===== src/rtl/mem_arbiter.sv =====
// Shares one RAM port between the icache and dcache memory sides, one word at a time.
// Data requests win by default; a starvation counter forces an icache grant.
module mem_arbiter #(
  parameter int unsigned ADDR_W       = 32,
  parameter int unsigned DATA_W       = 32,
  parameter int unsigned STARVE_LIMIT = 4
) (
  input  logic              CLK,
  input  logic              nRST,
  input  logic              iREN,
  input  logic [ADDR_W-1:0] iaddr,
  output logic              iwait,
  output logic [DATA_W-1:0] iload,
  input  logic              dREN,
  input  logic              dWEN,
  input  logic [ADDR_W-1:0] daddr,
  input  logic [DATA_W-1:0] dstore,
  output logic              dwait,
  output logic [DATA_W-1:0] dload,
  output logic              ramREN,
  output logic              ramWEN,
  output logic [ADDR_W-1:0] ramaddr,
  output logic [DATA_W-1:0] ramstore,
  input  logic [DATA_W-1:0] ramload,
  input  logic [1:0]        ramstate
);

  localparam int unsigned CntW = $clog2(STARVE_LIMIT + 1);
  localparam logic [CntW-1:0] Limit = CntW'(STARVE_LIMIT);
  localparam logic [1:0] RamAccess = 2'd2;

  typedef enum logic [1:0] {StIdle, StGntI, StGntD} state_e;

  state_e          state_q, state_d;
  logic [CntW-1:0] starve_cnt_q, starve_cnt_d;
  logic            d_req;

  assign d_req = dREN | dWEN;
  assign iload = ramload;
  assign dload = ramload;

  always_ff @(posedge CLK or negedge nRST) begin
    if (!nRST) begin
      state_q      <= StIdle;
      starve_cnt_q <= '0;
    end else begin
      state_q      <= state_d;
      starve_cnt_q <= starve_cnt_d;
    end
  end

  always_comb begin
    state_d      = state_q;
    starve_cnt_d = starve_cnt_q;
    iwait        = 1'b1;
    dwait        = 1'b1;
    ramREN       = 1'b0;
    ramWEN       = 1'b0;
    ramaddr      = '0;
    ramstore     = '0;
    unique case (state_q)
      StIdle: begin
        if (iREN && d_req) begin
          if (starve_cnt_q == Limit) begin
            state_d      = StGntI;
            starve_cnt_d = '0;
          end else begin
            // Counter is below Limit here, so the increment saturates at Limit.
            state_d      = StGntD;
            starve_cnt_d = starve_cnt_q + CntW'(1);
          end
        end else if (d_req) begin
          state_d      = StGntD;
          starve_cnt_d = '0;
        end else if (iREN) begin
          state_d      = StGntI;
          starve_cnt_d = '0;
        end
      end
      StGntI: begin
        if (!iREN) begin
          state_d = StIdle;
        end else begin
          ramREN  = 1'b1;
          ramaddr = iaddr;
          if (ramstate == RamAccess) begin
            iwait   = 1'b0;
            state_d = StIdle;
          end
        end
      end
      StGntD: begin
        if (!d_req) begin
          state_d = StIdle;
        end else begin
          ramaddr = daddr;
          if (dWEN) begin
            ramWEN   = 1'b1;
            ramstore = dstore;
          end else begin
            ramREN = 1'b1;
          end
          if (ramstate == RamAccess) begin
            dwait   = 1'b0;
            state_d = StIdle;
          end
        end
      end
      default: state_d = StIdle;
    endcase
  end

endmodule


===== config.mk =====
export PLATFORM = sky130hd
export DESIGN_NAME = mem_arbiter
export DESIGN_NICKNAME = d
export VERILOG_FILES = /design/src/rtl/mem_arbiter.sv
export SDC_FILE = /design/constraint.sdc
export NUM_CORES = 1
export LEC_CHECK = 0
export ABC_AREA = 1
export CAP_MARGIN = 5
export CORE_AREA = 2 2 103 105
export CTS_CLUSTER_DIAMETER = 200
export DETAILED_ROUTE_END_ITERATION = 8
export DIE_AREA = 0 0 105 107
export GPL_TIMING_DRIVEN = 0
export PLACE_DENSITY = 0.64
export SLEW_MARGIN = 20
export SYNTH_ARGS = -nofsm -noshare
export SYNTH_HDL_FRONTEND = slang
export SYNTH_SLANG_ARGS = --single-unit

===== constraint.sdc =====
create_clock -name CLK -period 3.8 [get_ports CLK]
set_input_delay 1.14 -clock CLK [delete_from_list [all_inputs] [get_ports CLK]]
set_output_delay 1.14 -clock CLK [all_outputs]
set_load 0.02 [all_outputs]

# ---- Word level (Yosys, flattened, before mapping)
# Index checks and enable logic that the tools add are counted.
dict set report totals {
  ff_bits 5
  latch_bits 0
  mem_bits_rw 0
  romBits 0
  inputBits 135
  memories 0
}
dict set report op_classes {
  addsub 1
  multipliers 0
  div 0
  n_lt_le_gt_ge 0
  n_eq_ne 5
  shifts 0
  n_mux 30
  n_bitwise 1
  n_reduce_logical 4
}
# cell count
set op_table {}
lappend op_table {{two-way mux 32 bit} 5}
lappend op_table {{one-hot mux 32 bit (2 select lines)} 1}
lappend op_table {{two-way mux 2 bit} 7}
lappend op_table {{two-way mux 3 bit} 4}
lappend op_table {{two-way mux 1 bit} 11}
lappend op_table {{one-hot mux 2 bit (3 select lines)} 1}
lappend op_table {{== test 2 bit (second input constant)} 2}
lappend op_table {{inequality test 4 bit (second input constant)} 1}
lappend op_table {{adder 3 x 1 -> 3 bit (second input constant)} 1}
lappend op_table {{== test 3 bit (second input constant)} 1}
lappend op_table {{nonzero test 3 bit} 1}
lappend op_table {{== test 2 x 1 -> 1 bit (second input constant)} 1}
lappend op_table {{zero test 2 bit} 1}
lappend op_table {{one-hot mux 1 bit (2 select lines)} 1}
lappend op_table {{AND reduction 2 bit} 1}
lappend op_table {{logical AND 1 bit} 1}
lappend op_table {{bitwise OR 1 bit} 1}

# ---- Logic depth before layout (Yosys ltp)
# Gate-level depths: netlist of run 1.
dict set report logic_depth {
  word_depth 4
  mapped_depth 8
  ltp_nobuf 8
}

# ---- Worst setup path after synthesis of run 1
# OpenSTA, ideal clock, no wires.
dict set report synth_timing {
  path_type {input -> output}
  from {input port iREN}
  to {output port ramaddr[18]}
  arrival_time_ps 1891
  required_ps 2660
  path_slack_ps 769
  path_stages 5
  path_cell_list {nand2_1 -> inv_2 -> buf_2 -> nand2_1 -> a21oi_1}
}
dict set report synth_between {
  elab_chain_cells 2
}
# item line
set synth_rtl {}
lappend synth_rtl {{start, declared} 10} ;# input logic iREN,
lappend synth_rtl {{two-way mux 32 bit} 81} ;# if (!iREN) begin
lappend synth_rtl {{one-hot mux 32 bit (2 select lines)} 61} ;# unique case (state_q)
lappend synth_rtl {{end, declared} 22} ;# output logic [ADDR_W-1:0] ramaddr,
# No other way between the ends.

# ---- Worst setup path after layout of run 1
dict set report layout_timing {
  from {input port dREN}
  to {output port ramaddr[17]}
}
dict set report layout_between {
  elab_chain_cells 3
}
# item line
set layout_rtl {}
lappend layout_rtl {{start, declared} 14} ;# input logic dREN,
lappend layout_rtl {{bitwise OR 1 bit} 38} ;# assign d_req = dREN | dWEN;
lappend layout_rtl {{two-way mux 32 bit} 93} ;# if (!d_req) begin
lappend layout_rtl {{one-hot mux 32 bit (2 select lines)} 61}
# No other way between the ends.

==> results.txt, run 1 <==
- The flow ran to the end, and the final reports show no timing, DRC or antenna violations.
- The worst-case IR drop observed on VDD is 0.000224 V.
- Cell type with the largest total area after synthesis: sky130_fd_sc_hd__buf_4
* Detailed Routing Iterations Pass 1: 4
- Yosys warning total: 0
- STA puts the critical path data arrival time at 2.55 ns.
* Overall power after layout: 1.50 mW
- Antenna-violating nets left: 0
- Among the stages of the critical path, the cell type that occurs most often is sky130_fd_sc_hd__nand2_1.
- In the finished design, the share of the clock period the worst path needs comes to 97.1%.
* Placement row count: 37
- Of all nets on the critical path, the largest fanout is 10.
- Port bufs: 234
- Entering global routing, the biggest net connects 11 pins.
- After routing, the total negative slack on setup checks comes to 0 ns.
- Slowest stage cell, crit path: sky130_fd_sc_hd__clkdlybuf4s50_1
- Residual overflow from global routing: 0
- For this run, global-route usage on met3 was measured as 2.80%.
- The critical path goes through clkdlybuf4s50_1 -> nand2_1 -> nand2_4 -> buf_6 -> nand2_1 -> a21oi_1 -> clkdlybuf4s15_2.
- Kind of cell adding the most delay to the critical path: buffers and inverters
* Final Setup Violations: 0
- Headroom to the max-slew limit: 63.8%
- Worst Setup End Kind: primary output
- Counting every net in the synthesized netlist gives 450.
- Final hold viol count: 0
* Clock tree from TritonCTS: yes
- Max-capacitance violation count: 0
* Area of the die: 11,200 sq um
- Yosys top cell area share: 29.5%
- The initial antenna violation count is 0.
* Measured slew at the worst slew-check pin: 0.542 ns
* Mean instance size in the synthesized netlist: 5.35 sq um
* Type of the most critical hold path: reg -> reg
- Area contributors post-synth: sky130_fd_sc_hd__buf_4, sky130_fd_sc_hd__nand2_1, sky130_fd_sc_hd__inv_1, sky130_fd_sc_hd__a21oi_1, sky130_fd_sc_hd__nor2_1
- Fraction of layout cells with a size suffix above 1: 20.1%
- Required time reported for the critical path endpoint: 2.66 ns
* Clock period minus worst slack: 3.69 ns
- Met1 track demand over resource in global routing: 15.0%
* Core region area: 10,100 sq um
- Counting distinct cell types in the post-synthesis netlist gives 17.
- For this design the ratio of total power to cell area is 366 nW/um^2.
* Via/cell ratio: 3.79
- For this design, the sink count on the clock tree is 5.
- The final number of max-transition violations is 0.
* Register bit count reported by yosys: 5
- Hold Path Origin: state_q[0]
- Floorplan die width: 105 um
- In this run the critical register-to-register path is launched from state_q[0].
* Final weighted congestion of routability-driven global placement: 0.766
- Sum of routed wire length over all layers: 8280 um
- Across every metal layer, demand over resource in global routing totals 13.1%.
- The synthesized netlist occupies a cell area of 1650 sq um.
- The first global-routing pass estimated 12,200 um of wire.
- Worst Setup Start Kind: input pin
- The clock passes through at most 2 buffers.
- Antenna diode instance count: 0
- Via total after detailed routing: 2,589
- CTS placed an instance of sky130_fd_sc_hd__clkbuf_8 at the clock tree root.
- The number of global-route vias before repair is 2,495.
- Detailed placement finished with a half-perimeter wire length of 7280 um.
- Max H-tree Level: 1
- Counting both buffers and inverters, the worst setup path holds a total of 3.
- 267 I/O pins were placed.
- In the synthesized netlist, the number of instances is 309.
* Area growth from synthesis to layout: 148%
- TritonCTS created 3 clock buffers.
- Leak Pwr: 2.12 nW
* Kind of critical path: in -> out
- Biggest cell delay along the critical path: 0.52 ns
- Worst setup skew after layout: 0.00273 ns
- Clock input transition at the sequential cells of the worst setup and hold paths: 0.04 ns
- In the global route stage, met2 resource usage came out at 25.4%.
- The floorplan step set the die height to 107 um.
- Wire length per cell: 12.1 um
- Tracing the worst setup path back leads to its startpoint at dREN.
- Sequential cells were found to cover 7.56% of the synthesized design area.
- Fmax: 271 MHz
* Initial cell density of the core: 16.4%
* Drc violations: 0
* Most used routing layer: met2
* Setup repair after global routing missed its margin: false
* Clock latency at the later pin of the worst-skew pair: 0.23 ns
* Number of design-rule violations left by the first detailed-router iteration: 78
* Final-stage net count: 690
-- synthesized netlist by cell type --
cell type / instances
sky130_fd_sc_hd__buf_6: 2
sky130_fd_sc_hd__inv_1: 49
sky130_fd_sc_hd__nand2_2: 1
sky130_fd_sc_hd__buf_4: 65
sky130_fd_sc_hd__dfrtp_1: 5
sky130_fd_sc_hd__nand3_1: 7
sky130_fd_sc_hd__nand4_1: 1
sky130_fd_sc_hd__nand2_4: 1
sky130_fd_sc_hd__nand2_1: 89
sky130_fd_sc_hd__nor2_1: 35
sky130_fd_sc_hd__nand3b_1: 1
sky130_fd_sc_hd__inv_2: 1
sky130_fd_sc_hd__ha_1: 6
sky130_fd_sc_hd__buf_2: 4
sky130_fd_sc_hd__o21ai_0: 2
sky130_fd_sc_hd__clkbuf_1: 5
sky130_fd_sc_hd__a21oi_1: 35
-- worst register-to-register path, stage by stage (launching register included) --
cell                      delay [ns]
sky130_fd_sc_hd__dfrtp_1        0.38
sky130_fd_sc_hd__inv_1          0.09
sky130_fd_sc_hd__ha_1           0.25
sky130_fd_sc_hd__nand2_4        0.14
sky130_fd_sc_hd__nand3_1        0.10
sky130_fd_sc_hd__nand2_1        0.07
sky130_fd_sc_hd__nand2_1        0.05
sky130_fd_sc_hd__nand2_1        0.05
sky130_fd_sc_hd__nand2_1        0.06
-- path summary, 6_finish.rpt --
| kind | cells past startpoint | slack, ns | end |
|---|---|---|---|
| min in group asynchronous | 1 | 1.14 | starve_cnt_q[1] |
| max | 7 | 0.11 | ramaddr[17] |
| max reg2reg | 8 | 2.49 | state_q[1] |
| min reg2reg | 2 | 0.54 | state_q[0] |
| max in group asynchronous | 1 | 2.47 | starve_cnt_q[2] |
| min | 2 | 0.54 | state_q[0] |
-- cells in the final DEF, fill, tap and decap left out, drive strengths merged, types with 5 or more instances in the layout --
master / instances
dfrtp: 5
inv: 50
clkbuf: 20
clkdlybuf4s15: 5
buf: 85
clkdlybuf4s50: 168
nand2: 91
ha: 6
nor2: 35
dlygate4sd2: 35
a21oi: 35
nand3: 7
-- cells by family (layout without fill, tap and decap cells) --
kind of cell,Yosys count,in the layout,synth area share (%)
and+or+nand+nor,135,135,32.1
DFF,5,5,7.56
AOI/OAI and AO/OA,37,37,11.2
adders and majority gates,6,6,4.54
buffers and inverters,126,365,44.6
-- final cells by class --
type | count | area (sq um)
Multi-Input combinational cell | 178 | 800
Buffer | 76 | 567
Fill cell | 1105 | 6000
Inverter | 50 | 190
Clock buffer | 4 | 45.0
Timing Repair Buffer | 235 | 2200
Sequential cell | 5 | 125
Tap cell | 136 | 170
-- routing by layer --
metal / vias up / part of all wire (%)
li1: 1332 / -
met1: 1119 / 38
met2: 134 / 53
met3: 4 / 8.6
met4: 0 / 0.53
met5: - / 0
-- what timing repair did --
action | in CTS | in global routing
gates resized for setup | 116 | 32
hold buffers | 0 | 0
setup buffers | 0 | 1
endpoints found under the setup margin | 64 | 30
-- registers in the layout, summed over array words and instances (netlist names) --
signal and flops:
state_q 2, starve_cnt_q 3
-- per-stage QoR --
step / hold slack (ns) / std cells / cell area (sq um) / setup slack [ns] / utilization (%)
floorplan: 0.497 / 309 / 1650 / 0.769 / -
global placement: 0.530 / 679 / 4170 / -0.458 / 41.3
detailed placement: 0.548 / 679 / 4170 / -0.454 / 41.3
CTS: 0.556 / 683 / 4200 / -0.00187 / 41.6
global route: 0.582 / 684 / 4100 / 0.00108 / 40.6
finish: 0.544 / 684 / 4100 / 0.111 / 40.6
-- where the power goes --
| group | internal (mW) | switching, mW | leakage (nW) | total (mW) |
|---|---|---|---|---|
| combinational | 0.523 | 0.784 | 2.03 | 1.31 |
| sequential | 0.0752 | 0.0179 | 0.0656 | 0.0931 |
| clock | 0.0722 | 0.0288 | 0.0228 | 0.101 |
(Power assumes the default switching activity.)
==> inputs of run 2 (changes only) <==
--- a/config.mk
+++ b/config.mk
@@ -9,6 +9,7 @@
 export CAP_MARGIN = 5
 export CORE_AREA = 2 2 103 105
 export CTS_CLUSTER_DIAMETER = 200
+export CTS_CLUSTER_SIZE = 14
 export DETAILED_ROUTE_END_ITERATION = 8
 export DIE_AREA = 0 0 105 107
 export GPL_TIMING_DRIVEN = 0
==> results of run 2 <==
Final layout, timing and power as in run 1 (identical DEF).
